[src/rtl/pio_pkg.sv]
// ============================================================================
//  Module      : pio_pkg
//  Description : Register map and sizing helpers for the debounced PIO block.
//  Revision    : 1.0 - initial release
// ============================================================================
`default_nettype none

package pio_pkg;

    localparam logic [2:0] PIO_ADDR_DATA     = 3'd0;
    localparam logic [2:0] PIO_ADDR_IRQ_MASK = 3'd1;
    localparam logic [2:0] PIO_ADDR_EDGE_CAP = 3'd2;
    localparam logic [2:0] PIO_ADDR_RISE_EN  = 3'd3;
    localparam logic [2:0] PIO_ADDR_FALL_EN  = 3'd4;
    localparam logic [2:0] PIO_ADDR_OUT      = 3'd5;

    // Counter must hold 0..DEBOUNCE_CYCLES; never narrower than one bit.
    function automatic int pio_cnt_width(input int cycles);
        return (cycles < 1) ? 1 : $clog2(cycles + 1);
    endfunction

endpackage

`default_nettype wire

[src/rtl/pio_debounce_bit.sv]
// ============================================================================
//  Module      : pio_debounce_bit
//  Description : One input channel: 2-flop synchroniser, debounce counter,
//                stable flop and rise/fall pulses of the stable value.
//  Revision    : 1.0 - initial release
// ============================================================================
`default_nettype none

module pio_debounce_bit
    import pio_pkg::*;
#(
    parameter int   DEBOUNCE_CYCLES = 50000,
    parameter logic RESET_VAL       = 1'b0
) (
    input  logic clk,
    input  logic reset,
    input  logic i_pin,
    output logic o_stable,
    output logic o_rise,
    output logic o_fall
);

    localparam int CNT_W = pio_cnt_width(DEBOUNCE_CYCLES);

    logic r_sync1;
    logic r_sync2;
    logic r_stable;
    logic r_stable_q;

    always_ff @(posedge clk or posedge reset) begin
        if (reset) begin
            r_sync1    <= RESET_VAL;
            r_sync2    <= RESET_VAL;
            r_stable_q <= RESET_VAL;
        end else begin
            r_sync1    <= i_pin;
            r_sync2    <= r_sync1;
            r_stable_q <= r_stable;
        end
    end

    generate
        if (DEBOUNCE_CYCLES == 0) begin : g_bypass
            always_ff @(posedge clk or posedge reset) begin
                if (reset) begin
                    r_stable <= RESET_VAL;
                end else begin
                    r_stable <= r_sync2;
                end
            end
        end else begin : g_count
            logic [CNT_W-1:0] r_cnt;

            // Any return to the stable level restarts the count, so glitches never land.
            always_ff @(posedge clk or posedge reset) begin
                if (reset) begin
                    r_cnt    <= '0;
                    r_stable <= RESET_VAL;
                end else if (r_sync2 == r_stable) begin
                    r_cnt <= '0;
                end else if (r_cnt == CNT_W'(DEBOUNCE_CYCLES - 1)) begin
                    r_cnt    <= '0;
                    r_stable <= r_sync2;
                end else begin
                    r_cnt <= r_cnt + 1'b1;
                end
            end
        end
    endgenerate

    assign o_stable = r_stable;
    assign o_rise   = r_stable & ~r_stable_q;
    assign o_fall   = ~r_stable & r_stable_q;

endmodule

`default_nettype wire

[src/rtl/pio_debounce_irq.sv]
// ============================================================================
//  Module      : pio_debounce_irq
//  Description : Avalon-MM PIO slave with debounced inputs, per-bit edge
//                capture, IRQ mask, W1C clear, registered irq and outputs.
//  Revision    : 1.0 - initial release
// ============================================================================
`default_nettype none

module pio_debounce_irq
    import pio_pkg::*;
#(
    parameter int                   IN_WIDTH        = 4,
    parameter int                   OUT_WIDTH       = 8,
    parameter int                   DEBOUNCE_CYCLES = 50000,
    parameter logic [IN_WIDTH-1:0]  IN_RESET_VAL    = '0,
    parameter logic [OUT_WIDTH-1:0] OUT_RESET_VAL   = '0
) (
    input  logic                 clk,
    input  logic                 reset,
    input  logic [2:0]           address,
    input  logic                 read,
    input  logic                 write,
    input  logic [31:0]          writedata,
    output logic [31:0]          readdata,
    output logic                 irq,
    input  logic [IN_WIDTH-1:0]  in_port,
    output logic [OUT_WIDTH-1:0] out_port
);

    logic [IN_WIDTH-1:0]  w_stable;
    logic [IN_WIDTH-1:0]  w_rise;
    logic [IN_WIDTH-1:0]  w_fall;
    logic [IN_WIDTH-1:0]  w_set;
    logic [IN_WIDTH-1:0]  w_clr;
    logic [IN_WIDTH-1:0]  w_wdata_in;
    logic [31:0]          w_rdata;
    logic                 w_unused_wdata;

    logic [IN_WIDTH-1:0]  r_irq_mask;
    logic [IN_WIDTH-1:0]  r_edge_cap;
    logic [IN_WIDTH-1:0]  r_rise_en;
    logic [IN_WIDTH-1:0]  r_fall_en;
    logic [OUT_WIDTH-1:0] r_out;

    generate
        for (genvar i = 0; i < IN_WIDTH; i++) begin : g_ch
            pio_debounce_bit #(
                .DEBOUNCE_CYCLES (DEBOUNCE_CYCLES),
                .RESET_VAL       (IN_RESET_VAL[i])
            ) u_bit (
                .clk      (clk),
                .reset    (reset),
                .i_pin    (in_port[i]),
                .o_stable (w_stable[i]),
                .o_rise   (w_rise[i]),
                .o_fall   (w_fall[i])
            );
        end
    endgenerate

    assign w_wdata_in     = writedata[IN_WIDTH-1:0];
    assign w_unused_wdata = &{1'b0, writedata};
    assign w_set          = (w_rise & r_rise_en) | (w_fall & r_fall_en);
    assign w_clr          = (write && address == PIO_ADDR_EDGE_CAP) ? w_wdata_in : '0;

    always_ff @(posedge clk or posedge reset) begin
        if (reset) begin
            r_irq_mask <= '0;
            r_rise_en  <= '0;
            r_fall_en  <= '0;
            r_out      <= OUT_RESET_VAL;
        end else if (write) begin
            case (address)
                PIO_ADDR_IRQ_MASK: r_irq_mask <= w_wdata_in;
                PIO_ADDR_RISE_EN:  r_rise_en  <= w_wdata_in;
                PIO_ADDR_FALL_EN:  r_fall_en  <= w_wdata_in;
                PIO_ADDR_OUT:      r_out      <= writedata[OUT_WIDTH-1:0];
                default: ;
            endcase
        end
    end

    // Set is OR-ed after the clear so a coincident event is never lost.
    always_ff @(posedge clk or posedge reset) begin
        if (reset) begin
            r_edge_cap <= '0;
            irq        <= 1'b0;
        end else begin
            r_edge_cap <= (r_edge_cap & ~w_clr) | w_set;
            irq        <= |(r_edge_cap & r_irq_mask);
        end
    end

    always_comb begin
        w_rdata = '0;
        case (address)
            PIO_ADDR_DATA:     w_rdata = 32'(w_stable);
            PIO_ADDR_IRQ_MASK: w_rdata = 32'(r_irq_mask);
            PIO_ADDR_EDGE_CAP: w_rdata = 32'(r_edge_cap);
            PIO_ADDR_RISE_EN:  w_rdata = 32'(r_rise_en);
            PIO_ADDR_FALL_EN:  w_rdata = 32'(r_fall_en);
            PIO_ADDR_OUT:      w_rdata = 32'(r_out);
            default:           w_rdata = '0;
        endcase
    end

    always_ff @(posedge clk or posedge reset) begin
        if (reset) begin
            readdata <= '0;
        end else if (read) begin
            readdata <= w_rdata;
        end
    end

    assign out_port = r_out;

endmodule

`default_nettype wire

[config.mk]
export PLATFORM = sky130hd
export DESIGN_NAME = pio_debounce_irq
export DESIGN_NICKNAME = d
export VERILOG_FILES = /design/src/rtl/pio_pkg.sv /design/src/rtl/pio_debounce_bit.sv /design/src/rtl/pio_debounce_irq.sv
export SDC_FILE = /design/constraint.sdc
export NUM_CORES = 1
export LEC_CHECK = 0
export ABC_CLOCK_PERIOD_IN_PS = 7900
export CAP_MARGIN = 20
export CORE_ASPECT_RATIO = 1.4
export CORE_UTILIZATION = 25
export CTS_CLUSTER_DIAMETER = 50
export DETAILED_ROUTE_END_ITERATION = 6
export PLACE_DENSITY = 0.45
export SLEW_MARGIN = 0
export SYNTH_ARGS = -nofsm -noshare
export SYNTH_HDL_FRONTEND = slang
export SYNTH_SLANG_ARGS = --single-unit
[constraint.sdc]
create_clock -name clk -period 7.9 [get_ports clk]
set_clock_uncertainty 0.15 [all_clocks]
set_input_delay 1.58 -clock clk [delete_from_list [all_inputs] [get_ports clk]]
set_output_delay 1.58 -clock clk [all_outputs]
set_load 0.02 [all_outputs]
# Word level (Yosys, flattened, before mapping)
# Index checks and enable logic that the tools add are counted.
[classes]
bitwise_logic = 27
reduce_logical = 11
n_mux = 10
eq_ne = 13
add_sub_neg = 4
[ops]
columns = ["cell", "n"]
rows = [
  ["2-to-1 mux 16 bit", 8],
  ["adder 16 x 1 -> 16 bit, second input constant", 4],
  ["equality test 16 bit, second input constant", 4],
  ["case mux 8 bit (6 select lines)", 1],
  ["bitwise AND 4 bit", 4],
  ["AND reduction 2 bit", 8],
  ["inverter 1 bit", 12],
  ["bitwise AND 1 bit", 8],
  ["OR 4 bit", 2],
  ["equality test 3 x 2 -> 1 bit, second input constant", 2],
  ["equality test 3 bit, second input constant", 2],
  ["equality test 1 bit", 4],
  ["2-to-1 mux 4 bit", 1],
  ["inverter 4 bit", 1],
  ["OR reduction 4 bit", 1],
  ["equality test 3 x 1 -> 1 bit, second input constant", 1],
  ["zero test 3 bit", 1],
  ["logical AND 1 bit", 1],
]
[word_totals]
out_inout_bits = 41
regBits = 137
input_bits = 43
word_cells = 92

# Longest topological paths before layout
# Gate-level depths: netlist of run 1.
[depth]
ltp_word = 6
depth_mapped = 5
ltp_nobuf = 5

# Modules after synthesis
# A second synthesis of run 1 with hierarchy kept.
[unflattened]
cells_unflattened = 506
hier_area_um2 = 5864.4
[by_module_without_submodules]
columns = ["module", "seq_area_each_um2", "instances", "area_per_inst_um2", "cells_per_inst"]
rows = [
  ["pio_debounce_bit", 500.5, 4, 1019.7, 90],
  ["pio_debounce_irq", 825.8, 1, 1785.5, 146],
]

# Least setup slack after synthesis of run 1
# No wires, ideal clock.
[synth_timing]
path_type = "input port to flip-flop"
start = "input port address[1]"
end = "register r_edge_cap[0]"
arrival_ns = 2.481
setup_time_ns = 0.130
path_buffers = 1
cell_stages = 5
setup_slack_ns = 5.138
t_required_ns = 7.620
cell_sequence = "clkbuf_1 -> nor4bb_1 -> nand2_1 -> nand2_1 -> o211ai_1"
[synth_via]
elab_chain_cells = 6
[synth_rtl]
columns = ["item", "line_no", "source"]
rows = [
  ["start: declaration", "pio_debounce_irq.sv:20", "input logic [2:0] address,"],
  ["equality test 3 x 2 -> 1 bit", "pio_debounce_irq.sv:64", "assign w_clr = (write && address == PIO_ADDR_EDGE_CAP) ? w_wdata_in : '0;"],
  ["logical AND 1 bit", "pio_debounce_irq.sv:64", ""],
  ["2-to-1 mux 4 bit", "pio_debounce_irq.sv:64", ""],
  ["inverter 4 bit", "pio_debounce_irq.sv:89", "r_edge_cap <= (r_edge_cap & ~w_clr) | w_set;"],
  ["bitwise AND 4 bit", "pio_debounce_irq.sv:89", ""],
  ["OR 4 bit", "pio_debounce_irq.sv:89", ""],
  ["end signal: assignment", "pio_debounce_irq.sv:89", ""],
  ["end: declaration", "pio_debounce_irq.sv:40", "logic [IN_WIDTH-1:0] r_edge_cap;"],
]
# No other way between the ends.
# A chain may end at the register's enable or synchronous reset.

# Worst setup path after layout of run 1
[layout_timing]
start = "input port address[2]"
end = "register r_out[4], in the netlist out_port[4]"
[layout_via]
elab_chain_cells = 2
[layout_rtl]
columns = ["item", "line_no", "source"]
rows = [
  ["equality test 3 bit", "pio_debounce_irq.sv:73", "case (address)"],
  ["AND reduction 2 bit (no line)", "--", ""],
  ["end signal: assignment", "pio_debounce_irq.sv:77", "PIO_ADDR_OUT: r_out <= writedata[OUT_WIDTH-1:0];"],
  ["end: declaration", "pio_debounce_irq.sv:43", "logic [OUT_WIDTH-1:0] r_out;"],
]
# No other way between the ends.

==> results of run 1 <==
cell usage after synthesis:
| cell type | number |
|---|---|
| sky130_fd_sc_hd__nor2b_1 | 5 |
| sky130_fd_sc_hd__and2_1 | 4 |
| sky130_fd_sc_hd__buf_2 | 1 |
| sky130_fd_sc_hd__a22oi_1 | 5 |
| sky130_fd_sc_hd__buf_4 | 24 |
| sky130_fd_sc_hd__conb_1 | 1 |
| sky130_fd_sc_hd__nor4_1 | 21 |
| sky130_fd_sc_hd__nand3b_1 | 8 |
| sky130_fd_sc_hd__xor2_1 | 9 |
| sky130_fd_sc_hd__mux2_2 | 24 |
| sky130_fd_sc_hd__dfrtp_1 | 113 |
| sky130_fd_sc_hd__nand4_1 | 12 |
| sky130_fd_sc_hd__a31oi_1 | 3 |
| sky130_fd_sc_hd__o21ai_0 | 5 |
| sky130_fd_sc_hd__a211oi_1 | 1 |
| sky130_fd_sc_hd__nand3_1 | 24 |
| sky130_fd_sc_hd__buf_6 | 4 |
| sky130_fd_sc_hd__clkbuf_1 | 4 |
| sky130_fd_sc_hd__o41ai_4 | 4 |
| sky130_fd_sc_hd__and3b_1 | 1 |
| sky130_fd_sc_hd__nand2_1 | 32 |
| sky130_fd_sc_hd__o22ai_1 | 5 |
| sky130_fd_sc_hd__ha_1 | 4 |
| sky130_fd_sc_hd__a2bb2oi_1 | 3 |
| sky130_fd_sc_hd__or3_4 | 1 |
| sky130_fd_sc_hd__mux2i_1 | 4 |
| sky130_fd_sc_hd__nor3_1 | 14 |
| sky130_fd_sc_hd__o211ai_1 | 4 |
| sky130_fd_sc_hd__nor4b_2 | 3 |
| sky130_fd_sc_hd__xnor2_1 | 51 |
| sky130_fd_sc_hd__nor2_1 | 88 |
| sky130_fd_sc_hd__or3_1 | 2 |
| sky130_fd_sc_hd__nor4bb_1 | 1 |
| sky130_fd_sc_hd__inv_1 | 21 |
state kept, by name, indices dropped and copies added, names as in the netlist:
| name | cells |
|---|---|
| g_ch.u_bit.g_count.r_cnt | 64 |
| out_port | 8 |
| readdata | 8 |
| g_ch.u_bit.o_stable | 4 |
| g_ch.u_bit.r_stable_q | 4 |
| g_ch.u_bit.r_sync1 | 4 |
| g_ch.u_bit.r_sync2 | 4 |
| r_edge_cap | 4 |
| r_fall_en | 4 |
| r_irq_mask | 4 |
| r_rise_en | 4 |
| irq | 1 |
cell families after synthesis:
| group | Yosys count | share of synthesized area |
|---|---|---|
| AND/OR/NAND/NOR | 216 | 0.1954 |
| flip-flops | 113 | 0.5257 |
| XOR/XNOR | 60 | 0.09770 |
| buffers and inverters | 54 | 0.06024 |
| AO/OA/AOI/OAI | 30 | 0.05327 |
| multiplexers | 28 | 0.05769 |
| adder cells (fa/ha/maj) | 4 | 0.009305 |
| other | 1 | 0.0006972 |
worst max-delay path, cell delays in order:
cell and delay [ns]:
sky130_fd_sc_hd__clkdlybuf4s50_1 0.79, sky130_fd_sc_hd__nor2b_1 0.43, sky130_fd_sc_hd__nand3_1 0.50, sky130_fd_sc_hd__mux2_2 0.45
power by group:
group / internal [uW] / switching (uW)
Combinational: 70.4 / 82.8
Clock: 582 / 261
Sequential: 619 / 33.0
Total: 1270 / 377
metrics by stage:
step / cell area, sq um / utilization
floorplan: 5465 / -
global placement: 5906 / 0.2796
global route: 6559 / 0.3105
detailed placement: 5906 / 0.2796
finish: 6559 / 0.3105
CTS: 6559 / 0.3105
area by class of cell:
cell class / count / area [sq um]
Inverter: 21 / 81.33
Clock inverter: 11 / 182.7
Tap cell: 260 / 325.3
Fill cell: 2114 / 14570
Timing Repair Buffer: 36 / 357.8
Clock buffer: 21 / 470.5
Multi-Input combinational cell: 362 / 2313
Sequential cell: 113 / 2828
per-layer routing:
metal	up-vias	part of all wire
li1	1767	-
met1	1825	0.49
met2	70	0.46
met3	6	0.031
met4	0	0.013
met5	-	0
cell usage in the layout (no fill, tap or decap), types with 5 or more instances in the layout:
| cell | n |
|---|---|
| sky130_fd_sc_hd__nand3b_1 | 8 |
| sky130_fd_sc_hd__a22oi_1 | 5 |
| sky130_fd_sc_hd__clkinv_2 | 5 |
| sky130_fd_sc_hd__dfrtp_1 | 113 |
| sky130_fd_sc_hd__xnor2_1 | 51 |
| sky130_fd_sc_hd__inv_1 | 20 |
| sky130_fd_sc_hd__mux2_2 | 24 |
| sky130_fd_sc_hd__xor2_1 | 9 |
| sky130_fd_sc_hd__nor3_1 | 14 |
| sky130_fd_sc_hd__o22ai_1 | 5 |
| sky130_fd_sc_hd__conb_1 | 24 |
| sky130_fd_sc_hd__nor2_1 | 88 |
| sky130_fd_sc_hd__nor2b_1 | 5 |
| sky130_fd_sc_hd__bufinv_16 | 5 |
| sky130_fd_sc_hd__nand3_1 | 24 |
| sky130_fd_sc_hd__clkdlybuf4s50_1 | 35 |
| sky130_fd_sc_hd__o21ai_0 | 5 |
| sky130_fd_sc_hd__clkbuf_16 | 17 |
| sky130_fd_sc_hd__nand4_1 | 12 |
| sky130_fd_sc_hd__nand2_1 | 32 |
| sky130_fd_sc_hd__nor4_1 | 21 |
worst max-delay path by stage:
stage | slack [ns] | end
final | 4.26 | out_port[4]
after global routing | 4.14 | out_port[4]
after CTS | 4.25 | out_port[4]
after detailed placement | 3.80 | out_port[4]
after global placement | 3.82 | out_port[4]
after floorplan | 3.18 | g_ch[0].u_bit.g_count.r_cnt[0]
==> results.cfg, run 1 <==
[cts]
cts_num_sinks = 113
clock_tree_from_tritoncts = yes
ctsResizeCount = 0
htree_levels = 4
post_cts.repair.setup_buffers = 0
cts-hold-fix-buffers = 0
cts.path.max_buffers = 2
tritoncts.num_buffers = 17
clock_latency_ns = 0.40
cts.clk_slew.worst_paths_ns = 0.06
clock-root-buffer = sky130_fd_sc_hd__clkbuf_16

[floorplan]
initial_core_utilization = 0.2546
placeableCoreArea_sq_um = 21130
num_io_pins = 84
placement_rows = 63
die_area_sq_um = 22110
die_h_um = 175.6
die-width_um = 126.0

[synth]
ys_ff_latch = 113
synth_area_per_cell_sq_um = 10.63
synth.largest_area_cell = sky130_fd_sc_hd__dfrtp_1
largest_cells_by_area_after_synthesis = sky130_fd_sc_hd__dfrtp_1, sky130_fd_sc_hd__xnor2_1, sky130_fd_sc_hd__nor2_1
summed_instance_area_of_the_synthesized_netlist_sq_um = 5379
synth.yosys.warnings = 0
synth_cell_types = 34
synth.yosys.seq_area_share = 0.5257
netlist.area_leader.share = 0.5257
cells_after_synthesis = 506

[worst_hold_path]
min_to = g_ch[0].u_bit.r_sync2
worst_hold_path_type = register to register
min_path_cells = 0
timing.hold.worst.start = g_ch[0].u_bit.r_sync1

[final_layout]
stdcell_count = 824
design.final.nets = 598
antenna_cells_inserted = 0
area_delta_synth_final_pct = 21.94
share_of_layout_cells_above_drive_strength_1 = 0.1152

[sta]
maxSlewViolCount = 0
setup_tns_ns = 0
hold_slack_ns = 0.1976
setup_viol = 0
tightest_slew_ns = 0.9063
maxClockFrequency_mhz = 274.9
finalCritPeriodShare = 0.4605
slew-limit-headroom = 0.3875
hold_violations = 0
rsz0062_at_grt = false
postLayoutSetupSlackWorst_ns = 4.262
finalWorstPathRequiredPeriod_ns = 3.638

[job]
cap_viol_max_count = 0

[global_route]
grt-ovfl-total = 0
globalRouteMet3Util = 0.03046
grt_max_degree = 71
antenna_found_initial = 0
grt_first_pass_wirelength_um = 19300
use_met2 = 0.1706
globalRouteTotalUtil = 0.1095
grt_use_met1 = 0.1431
globalRoute.busiestLayer = met2
grt_pass1_vias = 3830

[worst_setup_path]
critical_path_required_ns = 8.03
startpoint_of_the_lowest_slack_register_to_register_path = g_ch[3].u_bit.g_count.r_cnt[0]
critPathCaptureType = register
timing.reg2reg.setup_slack_ns = 5.62
crit_path_start_kind = input pin
crit_path_category = input pin to register
cp_max_fo = 12
worstRegToRegCells = 4
setup.worst_path.start = address[2]
critical_path_arrival_ns = 3.77
worst_r2r_endpoint = g_ch[3].u_bit.g_count.r_cnt[13]

[placement]
dp_hpwl_um = 7455
number_of_i_o_port_buffers = 35
placedCellCount = 792
post-place-ws_ns = 3.805
place.gp.congestion = 0.7631

[pwr]
ir_worst_vdd_v = 0.0001494
static_leakage_uw = 0.002696
power_density_nw_per_um2 = 251.2
total_power_uw = 1648

[detailed_routing]
avgRoutedWirePerCell_um = 13.27
detail_route.iter0.violations = 166
detailedRoute.firstPassIterationCount = 4
detail_route.vias_per_cell = 4.451
detail_route.wirelength_um = 10930
number_of_nets_with_antenna_violations_after_routing = 0
detailroute.via_count = 3668
drt_drc_violations_left = 0

[status]
run_status = finished, final reports clean
Note: power is estimated with default switching activity, not from simulation.
==> inputs of run 2 (changes only) <==
--- a/config.mk
+++ b/config.mk
@@ -5,13 +5,13 @@
 export SDC_FILE = /design/constraint.sdc
 export NUM_CORES = 1
 export LEC_CHECK = 0
-export ABC_CLOCK_PERIOD_IN_PS = 7900
+export ABC_CLOCK_PERIOD_IN_PS = 3000
 export CAP_MARGIN = 20
 export CORE_ASPECT_RATIO = 1.4
 export CORE_UTILIZATION = 25
 export CTS_CLUSTER_DIAMETER = 50
 export DETAILED_ROUTE_END_ITERATION = 6
-export PLACE_DENSITY = 0.45
+export PLACE_DENSITY = 0.47
 export SLEW_MARGIN = 0
 export SYNTH_ARGS = -nofsm -noshare
 export SYNTH_HDL_FRONTEND = slang
==> constraint.sdc (replaced) <==
create_clock -name clk -period 3 [get_ports clk]
set_clock_uncertainty 0.15 [all_clocks]
set_input_delay 0.6 -clock clk [delete_from_list [all_inputs] [get_ports clk]]
set_output_delay 0.6 -clock clk [all_outputs]
set_load 0.02 [all_outputs]
==> run 2 against run 1 <==
Effect of this change: clock-buffer cell count increased by 2; wire length is essentially flat; sequential cell count is the same; sequential power rose to 2.6 times the previous value; clock power increased to 2.6 times the previous value; total power increased to 2.6 times the previous value; largest power group unchanged; sequential share of layout area shrank 0.40 points; first-iteration DRC count is 4.2% higher; cell area increased by 0.93%; hold slack improved by 0.0026 ns.
==> results.cfg, run 2 (synthesized netlist as in run 1, its figures left out) <==
[status]
run_status = finished, final reports clean

[worst_hold_path]
min_path_cells = 0
worst_hold_path_type = register to register

[cts]
cts.clk_slew.worst_paths_ns = 0.06
cts.path.max_buffers = 2
clock_tree_from_tritoncts = yes
cts-hold-fix-buffers = 0
tritoncts.num_buffers = 17
clock-root-buffer = sky130_fd_sc_hd__clkbuf_16
ctsResizeCount = 0
post_cts.repair.setup_buffers = 0
cts_num_sinks = 113
htree_levels = 4
clock_latency_ns = 0.41

[worst_setup_path]
worstPathBufferInverterCount = 0
path_delay_family = compound AO/OA/AOI/OAI gates
worstRegToRegCells = 4
critical_path_required_ns = 3.11
critical-path-slowest-cell = sky130_fd_sc_hd__o41ai_4
cp_max_fo = 16
crit_chain = ha_1 > nand3_1 > o41ai_4 > nor2_1
critPathCaptureType = register
worst-path-stages = 4
critical_path_arrival_ns = 2.39
crit_path_start_kind = register
crit_path_category = register to register
crit_path_max_incr_delay_ns = 0.92

[floorplan]
num_io_pins = 84
initial_core_utilization = 0.2546
die-width_um = 126.0
die_h_um = 175.6
die_area_sq_um = 22110
placeableCoreArea_sq_um = 21130
placement_rows = 63

[sta]
maxSlewViolCount = 0
maxClockFrequency_mhz = 438.7
finalWorstPathRequiredPeriod_ns = 2.279
rsz0062_at_grt = false
slew-limit-headroom = 0.3884
setup_tns_ns = 0
hold_violations = 0
setup_viol = 0
finalCritPeriodShare = 0.7598
tightest_slew_ns = 0.9143

[detailed_routing]
avgRoutedWirePerCell_um = 13.15
number_of_nets_with_antenna_violations_after_routing = 0
detail_route.vias_per_cell = 4.416
detailedRoute.firstPassIterationCount = 6
detail_route.iter0.violations = 173
detail_route.wirelength_um = 10940
detailroute.via_count = 3674
drt_drc_violations_left = 0

[final_layout]
largest_register = g_ch.u_bit.g_count.r_cnt
layout.cells.most_common = sky130_fd_sc_hd__dfrtp_1
antenna_cells_inserted = 0
area_delta_synth_final_pct = 23.08
stdcell_count = 832
share_of_layout_cells_above_drive_strength_1 = 0.1259
design.final.nets = 606
layout.filler_cells = 2168
largest_register_ffs = 64
commonest_cells_after_routing_fill_and_taps_aside = sky130_fd_sc_hd__dfrtp_1, sky130_fd_sc_hd__nor2_1, sky130_fd_sc_hd__xnor2_1

[placement]
place.gp.congestion = 0.6992
number_of_i_o_port_buffers = 35
placedCellCount = 800
dp_hpwl_um = 7569

[pwr]
ir_worst_vdd_v = 0.0003626
power_density_nw_per_um2 = 648.3
static_leakage_uw = 0.002719

[global_route]
grt-ovfl-total = 0
globalRouteTotalUtil = 0.1103
grt_max_degree = 40
grt_pass1_vias = 3739
antenna_found_initial = 0
grt_first_pass_wirelength_um = 19130

[job]
cap_viol_max_count = 0
==> run 2: cell types whose count changed in the layout (fill, tap and decap cells not counted), sizes merged <==
cell | before | now
clkinv | 5 | 2
inv | 21 | 20
bufinv | 5 | 4
clkbuf | 21 | 23
clkinvlp | 1 | 4
buf | 1 | 9
==> run 2: power by group <==
part | total (uW) | internal (uW) | switching, uW | leakage (uW)
Combinational | 418 | 194 | 225 | 0.000916
Sequential | 1710 | 1630 | 81.3 | 0.00150
Clock | 2160 | 1470 | 689 | 0.000305
Total | 4290 | 3300 | 995 | 0.00272
==> run 2: worst paths after layout <==
| kind | from | end | slack [ns] |
|---|---|---|---|
| worst max-delay path | g_ch[0].u_bit.g_count.r_cnt[0] | g_ch[0].u_bit.g_count.r_cnt[2] | 0.72 |
| worst min-delay path | g_ch[2].u_bit.r_sync1 | g_ch[2].u_bit.r_sync2 | 0.20 |
| worst max register to register | g_ch[0].u_bit.g_count.r_cnt[0] | g_ch[0].u_bit.g_count.r_cnt[2] | 0.72 |
| worst min register to register | g_ch[2].u_bit.r_sync1 | g_ch[2].u_bit.r_sync2 | 0.20 |
| max in group asynchronous | reset | readdata[3] | 1.57 |
| min in group asynchronous | reset | out_port[2] | 0.43 |
==> run 2: layout make-up <==
cell class                      count  area, sq um  area share
Clock buffer                       23        488.0     0.07371
Clock inverter                      9        152.6     0.02306
Inverter                           21        82.58     0.01247
Multi-Input combinational cell    362         2313      0.3495
Sequential cell                   113         2828      0.4271
Tap cell                          260        325.3     0.04914
Timing Repair Buffer               44        430.4     0.06502
==> run 2: through the flow <==
stage | hold slack (ns) | area, sq um | power [uW] | worst slack, ns | util
CTS | 0.2047 | 6620 | 4366 | 0.6949 | 0.3134
detailed placement | 0.1896 | 5979 | 2159 | 0.4634 | 0.2830
floorplan | 0.1812 | 5469 | 1997 | 0.8786 | -
finish | 0.2002 | 6620 | 4292 | 0.7206 | 0.3134
global route | 0.2073 | 6620 | 4474 | 0.4879 | 0.3134
global placement | 0.1849 | 5979 | 2149 | 0.5398 | 0.2830
==> run 2: metal layers <==
metal | up-vias | track usage | share of wire
met5 | - | 0 | 0
li1 | 1789 | - | -
met2 | 89 | 0.1738 | 0.47
met4 | 0 | 0.04970 | 0.017
met3 | 14 | 0.02894 | 0.035
met1 | 1782 | 0.1412 | 0.48
==> inputs of run 3 (changes only) <==
--- a/config.mk
+++ b/config.mk
@@ -5,7 +5,7 @@
 export SDC_FILE = /design/constraint.sdc
 export NUM_CORES = 1
 export LEC_CHECK = 0
-export ABC_CLOCK_PERIOD_IN_PS = 3000
+export ABC_CLOCK_PERIOD_IN_PS = 2070
 export CAP_MARGIN = 20
 export CORE_ASPECT_RATIO = 1.4
 export CORE_UTILIZATION = 25
==> constraint.sdc (replaced) <==
create_clock -name clk -period 2.07 [get_ports clk]
set_clock_uncertainty 0.15 [all_clocks]
set_input_delay 0.414 -clock clk [delete_from_list [all_inputs] [get_ports clk]]
set_output_delay 0.414 -clock clk [all_outputs]
set_load 0.02 [all_outputs]
==> run 3 against run 2 <==
Effect of this change: total power increased by 42%; first-iteration DRC count grew 25%; register-to-register slack worse by 0.54 ns; clock-buffer cell count shrank 6; sequential power increased by 45%; critical endpoint is now out_port[3]; largest cell class unchanged.
==> results.cfg, run 3 (synthesized netlist as in run 1, its figures left out) <==
[cts]
ctsResizeCount = 0
tritoncts.num_buffers = 17
cts_num_sinks = 113
clock_latency_ns = 0.42
cts-hold-fix-buffers = 0
clock-root-buffer = sky130_fd_sc_hd__clkbuf_16
post_cts.repair.setup_buffers = 0
htree_levels = 4
clock_tree_from_tritoncts = yes
cts.clk_slew.worst_paths_ns = 0.06
cts.path.max_buffers = 2

[final_layout]
layout.cells.most_common = sky130_fd_sc_hd__dfrtp_1
largest_register_ffs = 64
commonest_cells_after_routing_fill_and_taps_aside = sky130_fd_sc_hd__dfrtp_1, sky130_fd_sc_hd__nor2_1, sky130_fd_sc_hd__xnor2_1
area_delta_synth_final_pct = 25.56
share_of_layout_cells_above_drive_strength_1 = 0.1607
antenna_cells_inserted = 0
largest_register = g_ch.u_bit.g_count.r_cnt
layout.core_utilization = 0.3197
layout.filler_cells = 2133
design.final.nets = 625

[detailed_routing]
number_of_nets_with_antenna_violations_after_routing = 0
detailroute.wirelength.met2_um = 5202
drt_drc_violations_left = 0
detailedRoute.firstPassIterationCount = 4
routed-wl-met3_um = 438
detail_route.wirelength_um = 10990
detailroute.via_count = 3781
avgRoutedWirePerCell_um = 12.91
detail_route.iter0.violations = 216
met1Wirelength_um = 5123
top_layer_used = met4
detail_route.vias_per_cell = 4.443

[worst_hold_path]
worst_hold_path_type = register to register
min_path_cells = 0

[placement]
dp_hpwl_um = 7734
number_of_i_o_port_buffers = 35
place.gp.congestion = 0.7898

[status]
run_status = finished, final reports clean

[global_route]
antenna_found_initial = 0
grt-ovfl-total = 0
globalRouteTotalUtil = 0.1103
grt_max_degree = 69
grt_first_pass_wirelength_um = 19380
grt_pass1_vias = 4017

[floorplan]
die_h_um = 175.6
die_area_sq_um = 22110
die-width_um = 126.0
placement_rows = 63
initial_core_utilization = 0.2546
num_io_pins = 84
placeableCoreArea_sq_um = 21130

[worst_setup_path]
path_delay_family = buffers and inverters
critPathCaptureType = output port
crit_chain = clkdlybuf4s50_1
crit_path_max_incr_delay_ns = 0.65
cp_max_fo = 3
worstRegToRegCells = 4
crit_path_start_kind = register
crit_path_end = out_port[3]
startpoint_of_the_lowest_slack_register_to_register_path = g_ch[2].u_bit.g_count.r_cnt[12]
worstPathBufferInverterCount = 1
crit_path_category = register to output port
critical_path_required_ns = 1.51
worst_r2r_endpoint = g_ch[2].u_bit.o_stable
worst-path-stages = 1
critical-path-slowest-cell = sky130_fd_sc_hd__clkdlybuf4s50_1
timing.reg2reg.setup_slack_ns = 0.18
setup.worst_path.start = out_port[3]
critical_path_arrival_ns = 1.44

[sta]
finalCritPeriodShare = 0.9698
setup_viol = 0
hold_violations = 0
rsz0062_at_grt = false
finalWorstPathRequiredPeriod_ns = 2.007
maxClockFrequency_mhz = 498.1
maxSlewViolCount = 0

[pwr]
p_switching_uw = 1521
total_power_uw = 6078
pwr-share-comb = 0.102
ir_worst_vdd_v = 0.0004849
static_leakage_uw = 0.002792
power.internal_uw = 4557
share_seq_of_total_power = 0.409
clockPowerShare = 0.490
power.switching_fraction = 0.2503
power_density_nw_per_um2 = 899.9

[job]
cap_viol_max_count = 0
==> run 3: stage by stage <==
step	hold WS [ns]	setup slack, ns	area [sq um]	setup TNS, ns	instances
after floorplan	0.1812	0.1346	5469	0	529
after global placement	0.1845	-0.007780	6135	-0.03535	819
after detailed placement	0.1865	-0.04904	6135	-0.2479	819
after CTS	0.1997	0.01952	6743	0	851
after global routing	0.2000	0.002679	6754	0	851
final	0.1964	0.06255	6754	0	851
==> run 3: layout make-up <==
class,instances,area (sq um),share of cell area
Clock buffer,17,425.4,0.06299
Clock inverter,15,182.7,0.02705
Inverter,21,82.58,0.01223
Multi-Input combinational cell,362,2325,0.3442
Sequential cell,113,2828,0.4187
Tap cell,260,325.3,0.04817
Timing Repair Buffer,63,585.6,0.08670
==> run 3: worst min path at each step <==
stage                          start                    end  slack [ns]
6_report       g_ch[1].u_bit.r_sync1  g_ch[1].u_bit.r_sync2        0.20
5_1_grt        g_ch[1].u_bit.r_sync1  g_ch[1].u_bit.r_sync2        0.20
4_1_cts        g_ch[1].u_bit.r_sync1  g_ch[1].u_bit.r_sync2        0.20
3_5_place_dp   g_ch[1].u_bit.r_sync1  g_ch[1].u_bit.r_sync2        0.19
3_3_place_gp   g_ch[2].u_bit.r_sync1  g_ch[2].u_bit.r_sync2        0.18
2_1_floorplan  g_ch[0].u_bit.r_sync1  g_ch[0].u_bit.r_sync2        0.18
==> run 3: metal layers <==
layer / up-vias / track usage
li1: 1834 / -
met1: 1830 / 0.1387
met2: 97 / 0.1743
met3: 20 / 0.02955
met4: 0 / 0.05422
met5: - / 0
==> run 3: power groups by stage <==
stage          logic [uW]  clock network, uW  registers, uW
2_1_floorplan         342                  0           2550
3_3_place_gp          613                  0           2520
3_5_place_dp          627                  0           2520
4_1_cts               628               3060           2490
5_1_grt               680               3160           2510
6_report              618               2980           2480
